$ cat src/rtl/edge_sched_p.sv
// edge_sched_p: packs per-edge feature ranges into LANES-wide SIMD slots.
// Each slot holds at most two edge segments. When the current edge does
// not fill a slot, the head of the edge FIFO is popped into the free lanes.
// Handshakes: a transfer happens on a rising clk edge where valid and ready
// are both high. While valid is high and ready is low, the producer holds
// every payload signal stable.
// Optional feature: define ESCHED_STATS_EN to add the saturating
// stat_slots / stat_edges / stat_idle_lanes counters.
module edge_sched_p #(
  parameter int LANES      = 64,
  parameter int FDIM_W     = 12,
  parameter int EDGE_W     = 24,
  parameter int BANKS      = 8,
  parameter int BANK_SHIFT = 9
) (
  input  logic              clk,
  input  logic              rst,
  input  logic [FDIM_W-1:0] cfg_fdim,
  input  logic              e_valid,
  input  logic [EDGE_W-1:0] e_data,
  input  logic              e_last,
  output logic              e_ready,
  output logic              s_valid,
  input  logic              s_ready,
  output logic [EDGE_W-1:0] s_edge0,
  output logic [EDGE_W-1:0] s_edge1,
  output logic [FDIM_W-1:0] s_start0,
  output logic [FDIM_W-1:0] s_stop0,
  output logic [FDIM_W-1:0] s_start1,
  output logic [FDIM_W-1:0] s_stop1,
  output logic              s_two,
  output logic [LANES-1:0]  s_lane_mask,
  output logic [BANKS-1:0]  s_bank_en,
  output logic              busy,
  output logic              task_done
`ifdef ESCHED_STATS_EN
  ,
  output logic [31:0]       stat_slots,
  output logic [31:0]       stat_edges,
  output logic [31:0]       stat_idle_lanes
`endif
);

  localparam int LB = $clog2(LANES);
  localparam int CW = ((FDIM_W + 1) > (LB + 1)) ? (FDIM_W + 1) : (LB + 1);
  localparam logic [CW-1:0] LANES_C = CW'(LANES);

  typedef enum logic [1:0] {IDLE, RUN, DRAIN} state_t;

  state_t            state_q, state_d;
  logic [CW-1:0]     fd_q;
  logic              cur_vld, cur_last;
  logic [EDGE_W-1:0] cur_edge;
  logic [CW-1:0]     cur_off;
  logic              out_final;

  logic [CW-1:0]     rem, n0, n1, room, tot, stop0, stop1;
  logic              build, two, load, seg0_done, final_d;
  logic [LANES-1:0]  mask_d;
  logic [BANKS-1:0]  bank_d;

  // Set of banks touched by the inclusive feature range [a, b].
  function automatic logic [BANKS-1:0] banks_of(input logic [CW-1:0] a,
                                                 input logic [CW-1:0] b);
    logic [CW-1:0]    blk_a, blk_b, blk;
    logic [BANKS-1:0] m;
    m     = '0;
    blk_a = a >> BANK_SHIFT;
    blk_b = b >> BANK_SHIFT;
    for (int k = 0; k < BANKS; k++) begin
      blk = blk_a + CW'(k);
      if (blk <= blk_b) m = m | (BANKS'(1) << (blk % CW'(BANKS)));
    end
    return m;
  endfunction

  // Slot formation from the current edge plus, optionally, the FIFO head.
  always_comb begin
    rem       = fd_q - cur_off;
    n0        = (rem < LANES_C) ? rem : LANES_C;
    seg0_done = (rem <= LANES_C);
    room      = LANES_C - rem;
    n1        = (room < fd_q) ? room : fd_q;
    build     = cur_vld && (!s_valid || s_ready);
    two       = build && (rem < LANES_C) && e_valid && !cur_last && (state_q == RUN);
    load      = (state_q == RUN) && !cur_vld && e_valid;
    e_ready   = load || two;
    tot       = n0 + (two ? n1 : '0);
    stop0     = cur_off + n0 - CW'(1);
    stop1     = n1 - CW'(1);
    final_d   = (seg0_done && cur_last) || (two && e_last && (n1 == fd_q));
    for (int i = 0; i < LANES; i++) mask_d[i] = (CW'(i) < tot);
    bank_d    = banks_of(cur_off, stop0) | (two ? banks_of('0, stop1) : '0);
  end

  // Next-state logic: the task is draining once its e_last edge is popped.
  always_comb begin
    state_d = state_q;
    case (state_q)
      IDLE:    if (e_valid) state_d = RUN;
      RUN:     if ((load || two) && e_last) state_d = DRAIN;
      DRAIN:   if (s_valid && s_ready && out_final) state_d = IDLE;
      default: state_d = IDLE;
    endcase
  end

  assign busy = (state_q != IDLE);

  // State register and feature-count latch (cfg_fdim of 0 behaves as 1).
  always_ff @(posedge clk or negedge rst) begin
    if (!rst) begin
      state_q <= IDLE;
      fd_q    <= CW'(1);
    end else begin
      state_q <= state_d;
      if (state_q == IDLE) fd_q <= (cfg_fdim == '0) ? CW'(1) : CW'(cfg_fdim);
    end
  end

  // Current-edge register: load, advance, or hand over to the popped head.
  always_ff @(posedge clk or negedge rst) begin
    if (!rst) begin
      cur_vld  <= 1'b0;
      cur_last <= 1'b0;
      cur_edge <= '0;
      cur_off  <= '0;
    end else if (load) begin
      cur_vld  <= 1'b1;
      cur_edge <= e_data;
      cur_off  <= '0;
      cur_last <= e_last;
    end else if (build) begin
      if (two) begin
        if (n1 == fd_q) begin
          cur_vld <= 1'b0;
        end else begin
          cur_edge <= e_data;
          cur_off  <= n1;
          cur_last <= e_last;
        end
      end else if (seg0_done) begin
        cur_vld <= 1'b0;
      end else begin
        cur_off <= cur_off + LANES_C;
      end
    end
  end

  // Output slot register: filled when empty or being accepted.
  always_ff @(posedge clk or negedge rst) begin
    if (!rst) begin
      s_valid     <= 1'b0;
      s_edge0     <= '0;
      s_edge1     <= '0;
      s_start0    <= '0;
      s_stop0     <= '0;
      s_start1    <= '0;
      s_stop1     <= '0;
      s_two       <= 1'b0;
      s_lane_mask <= '0;
      s_bank_en   <= '0;
      out_final   <= 1'b0;
      task_done   <= 1'b0;
    end else begin
      task_done <= s_valid && s_ready && out_final;
      if (build) begin
        s_valid     <= 1'b1;
        s_edge0     <= cur_edge;
        s_start0    <= cur_off[FDIM_W-1:0];
        s_stop0     <= stop0[FDIM_W-1:0];
        s_two       <= two;
        s_edge1     <= two ? e_data : '0;
        s_start1    <= '0;
        s_stop1     <= two ? stop1[FDIM_W-1:0] : '0;
        s_lane_mask <= mask_d;
        s_bank_en   <= bank_d;
        out_final   <= final_d;
      end else if (s_ready) begin
        s_valid <= 1'b0;
      end
    end
  end

`ifdef ESCHED_STATS_EN
  logic [CW-1:0] out_n;
  logic [32:0]   idle_sum;

  assign idle_sum = {1'b0, stat_idle_lanes} + 33'(LANES_C - out_n);

  // Saturating activity counters, cleared at the start of each task.
  always_ff @(posedge clk or negedge rst) begin
    if (!rst) begin
      out_n           <= '0;
      stat_slots      <= '0;
      stat_edges      <= '0;
      stat_idle_lanes <= '0;
    end else begin
      if (build) out_n <= tot;
      if (state_q == IDLE && state_d == RUN) begin
        stat_slots      <= '0;
        stat_edges      <= '0;
        stat_idle_lanes <= '0;
      end else begin
        if (s_valid && s_ready) begin
          if (stat_slots != '1) stat_slots <= stat_slots + 32'd1;
          stat_idle_lanes <= idle_sum[32] ? '1 : idle_sum[31:0];
        end
        if (e_ready && stat_edges != '1) stat_edges <= stat_edges + 32'd1;
      end
    end
  end
`endif

endmodule
$ cat config.mk
export PLATFORM = sky130hd
export DESIGN_NAME = edge_sched_p
export DESIGN_NICKNAME = d
export VERILOG_FILES = /design/src/rtl/edge_sched_p.sv
export SDC_FILE = /design/constraint.sdc
export NUM_CORES = 1
export LEC_CHECK = 0
export BUFFER_PORTS_ARGS = -buffer_cell sky130_fd_sc_hd__buf_2
export CORE_ASPECT_RATIO = 1.25
export CORE_UTILIZATION = 62
export CTS_CLUSTER_DIAMETER = 100
export DETAILED_ROUTE_END_ITERATION = 12
export PLACE_DENSITY = 0.92
export SLEW_MARGIN = 30
export SYNTH_ARGS = -nofsm -noshare
export SYNTH_HDL_FRONTEND = slang
export SYNTH_SLANG_ARGS = --single-unit
$ cat constraint.sdc
create_clock -name clk -period 12.2 [get_ports clk]
set_input_delay 2.44 -clock clk [delete_from_list [all_inputs] [get_ports clk]]
set_output_delay 2.44 -clock clk [all_outputs]
set_load 0.05 [all_outputs]
==> run_results.csv <==
group,metric,value,unit
outcome,status,"complete, no violations",
critical_path,crit_fanout,34,
placement,dp.cells,1878,
sta,slew-limit-headroom,33.2,%
clocking,insertion_delay,0.52,ns
drt,wirelength,40.3,mm
synthesis,synth-seq-cells,213,
placement,gp_congestion,0.962,
floorplanning,row_count,59,
critical_path,critical_path.slowest_cell,"dfstp_2",
sta,rsz0062_at_grt,"no",
flow_run,maxCapViolCount,0,
floorplanning,die_area,22100,µm²
cells_and_area,layout_common_cells,"237 x nand2_1, 212 x dfrtp_1, 200 x buf_2",
clocking,clock_path_buffers,3,
synthesis,synth_seq_area_share,40.0,%
critical_path,slowest_delay,0.60,ns
floorplanning,die_h,166,µm
floorplanning,io_pins,214,
synthesis,yosysTopAreaCell,"dfrtp_1",
synthesis,ys.flop_type,"dfrtp_1",
min_path,hp-class,"flip-flop to flip-flop",
floorplanning,start_util,63.5,%
global_routing,grt_pass1_vias,11800,
synthesis,postSynth.asyncResetShare,100,%
global_routing,grt_pass1_wl,63.5,mm
drt,first_iter_violations,1101,
drt,wire_per_inst,21.0,µm
placement,post-dp-hpwl,28.1,mm
synthesis,synth_edf_count,0,
clocking,cts_made_buffers,22,
global_routing,grt_overflow_total,0,
sta,finalSetupViolCount,0,
drt,drtAntennaViolNets,0,
floorplanning,placeableCoreArea,21000,µm²
synthesis,syn_inst,1448,
placement,io_buffers,201,
clocking,htreeDepth,1,
drt,vias,12100,
synthesis,yosys-top-cells-area,"dfrtp_1 40%, ha_1 8.5%, nand2_1 6.7%, o21ai_0 4.5%, a21oi_1 3.5%",
synthesis,muxShareOfSynthArea,4.43,%
synthesis,synth_fa_ha_area_share,9.38,%
sta,hold_viol,0,
clocking,cts.clk_slew.worst_paths,0.06,ns
clocking,cts_resized,0,
clocking,root_buffer,"clkbuf_16",
clocking,cts_hold_buf,0,
sta,max_freq,115,MHz
critical_path,critPathLaunchType,"flip-flop",
critical_path,r2r_setup_slack,3.51,ns
drt,drc_errors,0,
clocking,clkSinkCount,213,
synthesis,synth-simple-area-share,15.5,%
synthesis,synth_area,13300,µm²
sta,fin_tns_setup,0,ns
cells_and_area,instances_no_fill,1919,
synthesis,synth_compound_area_share,21.2,%
critical_path,critPathCaptureType,"flip-flop",
global_routing,gr-usage-all-layers,36.3,%
critical_path,worstSetupPathType,"flip-flop to flip-flop",
sta,maxSlewViolCount,0,
critical_path,worstPathRequired,12.60,ns
critical_path,critical_path_arrival,9.09,ns
global_routing,grt_max_degree,102,
cells_and_area,layout-drive-gt1-share,20.3,%
sta,fin_crit_sh,71.2,%
synthesis,ys_types,98,
critical_path,path_common_cell,"nor2_1",
sta,post-route-min-period,8.69,ns
floorplanning,die_x,133,µm
clocking,post-cts-setup-buffers,0,
cells_and_area,nets,1764,
sta,worst_pin_slew,0.993,ns
cells_and_area,mostFrequentLayoutCell,"nand2_1",
synthesis,avgSynthCellArea,9.20,µm²
cells_and_area,syn_to_final_growth,14.5,%
global_routing,antenna_found_initial,1,
synthesis,synth_top_area_share,39.8,%
drt,via_per_inst,6.32,
synthesis,ys_warn_count,0,
clocking,cts_tree,"yes",
sta,skew,0.00820,ns
synthesis,synth_xor_area_share,4.67,%
synthesis,synth_top_family_by_area,"compound AO/OA/AOI/OAI gates",
drt,firstDrtPassIters,5,
## synthesized netlist by cell type, types with 5 or more instances
cell type,number
nand2_1,238
a222oi_1,5
inv_1,70
a31oi_1,24
nand3_1,24
mux2i_1,10
a211oi_1,11
or2_2,9
buf_2,5
o21a_1,12
mux2_2,10
a21oi_1,93
xnor2_1,32
o211ai_1,8
nor2_1,100
buf_4,13
mux2_4,21
dfrtp_1,212
nor4_1,11
xnor3_1,6
nand2b_1,13
clkbuf_1,55
nand4_1,6
xor2_1,19
o2111ai_1,5
o31ai_1,10
o21ai_0,119
ha_1,91
a41oi_1,5
or3_1,6
nor3_1,15
a22oi_1,7
nor2b_1,12
and2_1,6
a21o_1,16
a22o_1,30
o22a_1,8
## logic make-up after synthesis
group                      count (synthesis)
AOI/OAI and AO/OA                        416
DFF                                      213
muxes                                     45
adders and majority gates                 98
and+or+nand+nor                          465
xor gates and xnor gates                  59
other                                      2
buffers and inverters                    150
## final cells by class
cell class | count | area [µm²]
multi-input combinational | 1105 | 7450
fill | 1468 | 5710
sequential | 213 | 5330
timing repair buffer | 215 | 1130
clock buffer | 25 | 572
tap | 274 | 343
inverter | 71 | 267
clock inverter | 15 | 153
antenna | 1 | 2.50
## flip-flops by register name (all words and copies together), names as in the netlist
name and flops:
state_q 2, cur_vld 1, cur_off 13, fd_q 12
s_start0 12, s_stop1 12, cur_last 1, s_valid 1
cur_edge 24, out_final 1, task_done 1, s_two 1
s_stop0 12, s_bank_en 8, s_edge1 24, s_lane_mask 64
s_edge0 24
## per-layer routing
| layer | share of wire [%] | GRT usage (%) | up-vias | routed length, µm |
|---|---|---|---|---|
| met1 | 38 | 45.1 | 5858 | 15400 |
| met3 | 7.0 | 3.85 | 156 | 2820 |
| met2 | 49 | 62.4 | 660 | 19700 |
| met4 | 5.7 | 19.1 | 0 | 2310 |
| met5 | 0 | 0 | - | 0 |
| li1 | - | - | 5461 | - |
## per-stage QoR
stage / hold slack [ns] / area [µm²] / util, % / setup slack, ns
finish: 0.474 / 15300 / 72.8 / 3.51
global route: 0.491 / 15300 / 72.8 / 2.96
CTS: 0.471 / 15200 / 72.6 / 3.65
detailed placement: 0.458 / 14500 / 69.2 / 3.74
global placement: 0.442 / 14500 / 69.2 / 3.96
floorplan: 0.433 / 13400 / - / 5.08
## worst max-delay path: cells and delay by family, from the launching register on
kind / cells / cell delay, ns
xor gates and xnor gates: 1 / 0.31
and+or+nand+nor: 13 / 2.38
AOI/OAI and AO/OA: 9 / 2.14
DFF: 1 / 0.60
muxes: 2 / 0.70
buffers and inverters: 4 / 1.00
adders and majority gates: 4 / 1.38
## final timing paths
check	start	end	depth (start not counted)
setup / recovery	fd_q[0]$_DFFE_PN1N_	s_lane_mask[6]$_DFFE_PN0P_	33
hold / removal	cur_edge[11]$_DFFE_PN0P_	s_edge0[11]$_DFFE_PN0P_	2
setup reg to reg	fd_q[0]$_DFFE_PN1N_	s_lane_mask[6]$_DFFE_PN0P_	33
hold reg to reg	cur_edge[11]$_DFFE_PN0P_	s_edge0[11]$_DFFE_PN0P_	2
max in group asynchronous	rst	s_lane_mask[38]$_DFFE_PN0P_	2
min in group asynchronous	rst	s_edge1[17]$_DFFE_PN0P_	1
Power is not shown: default switching activity piles up to over one toggle a cycle in this logic, so the estimate is an artifact.
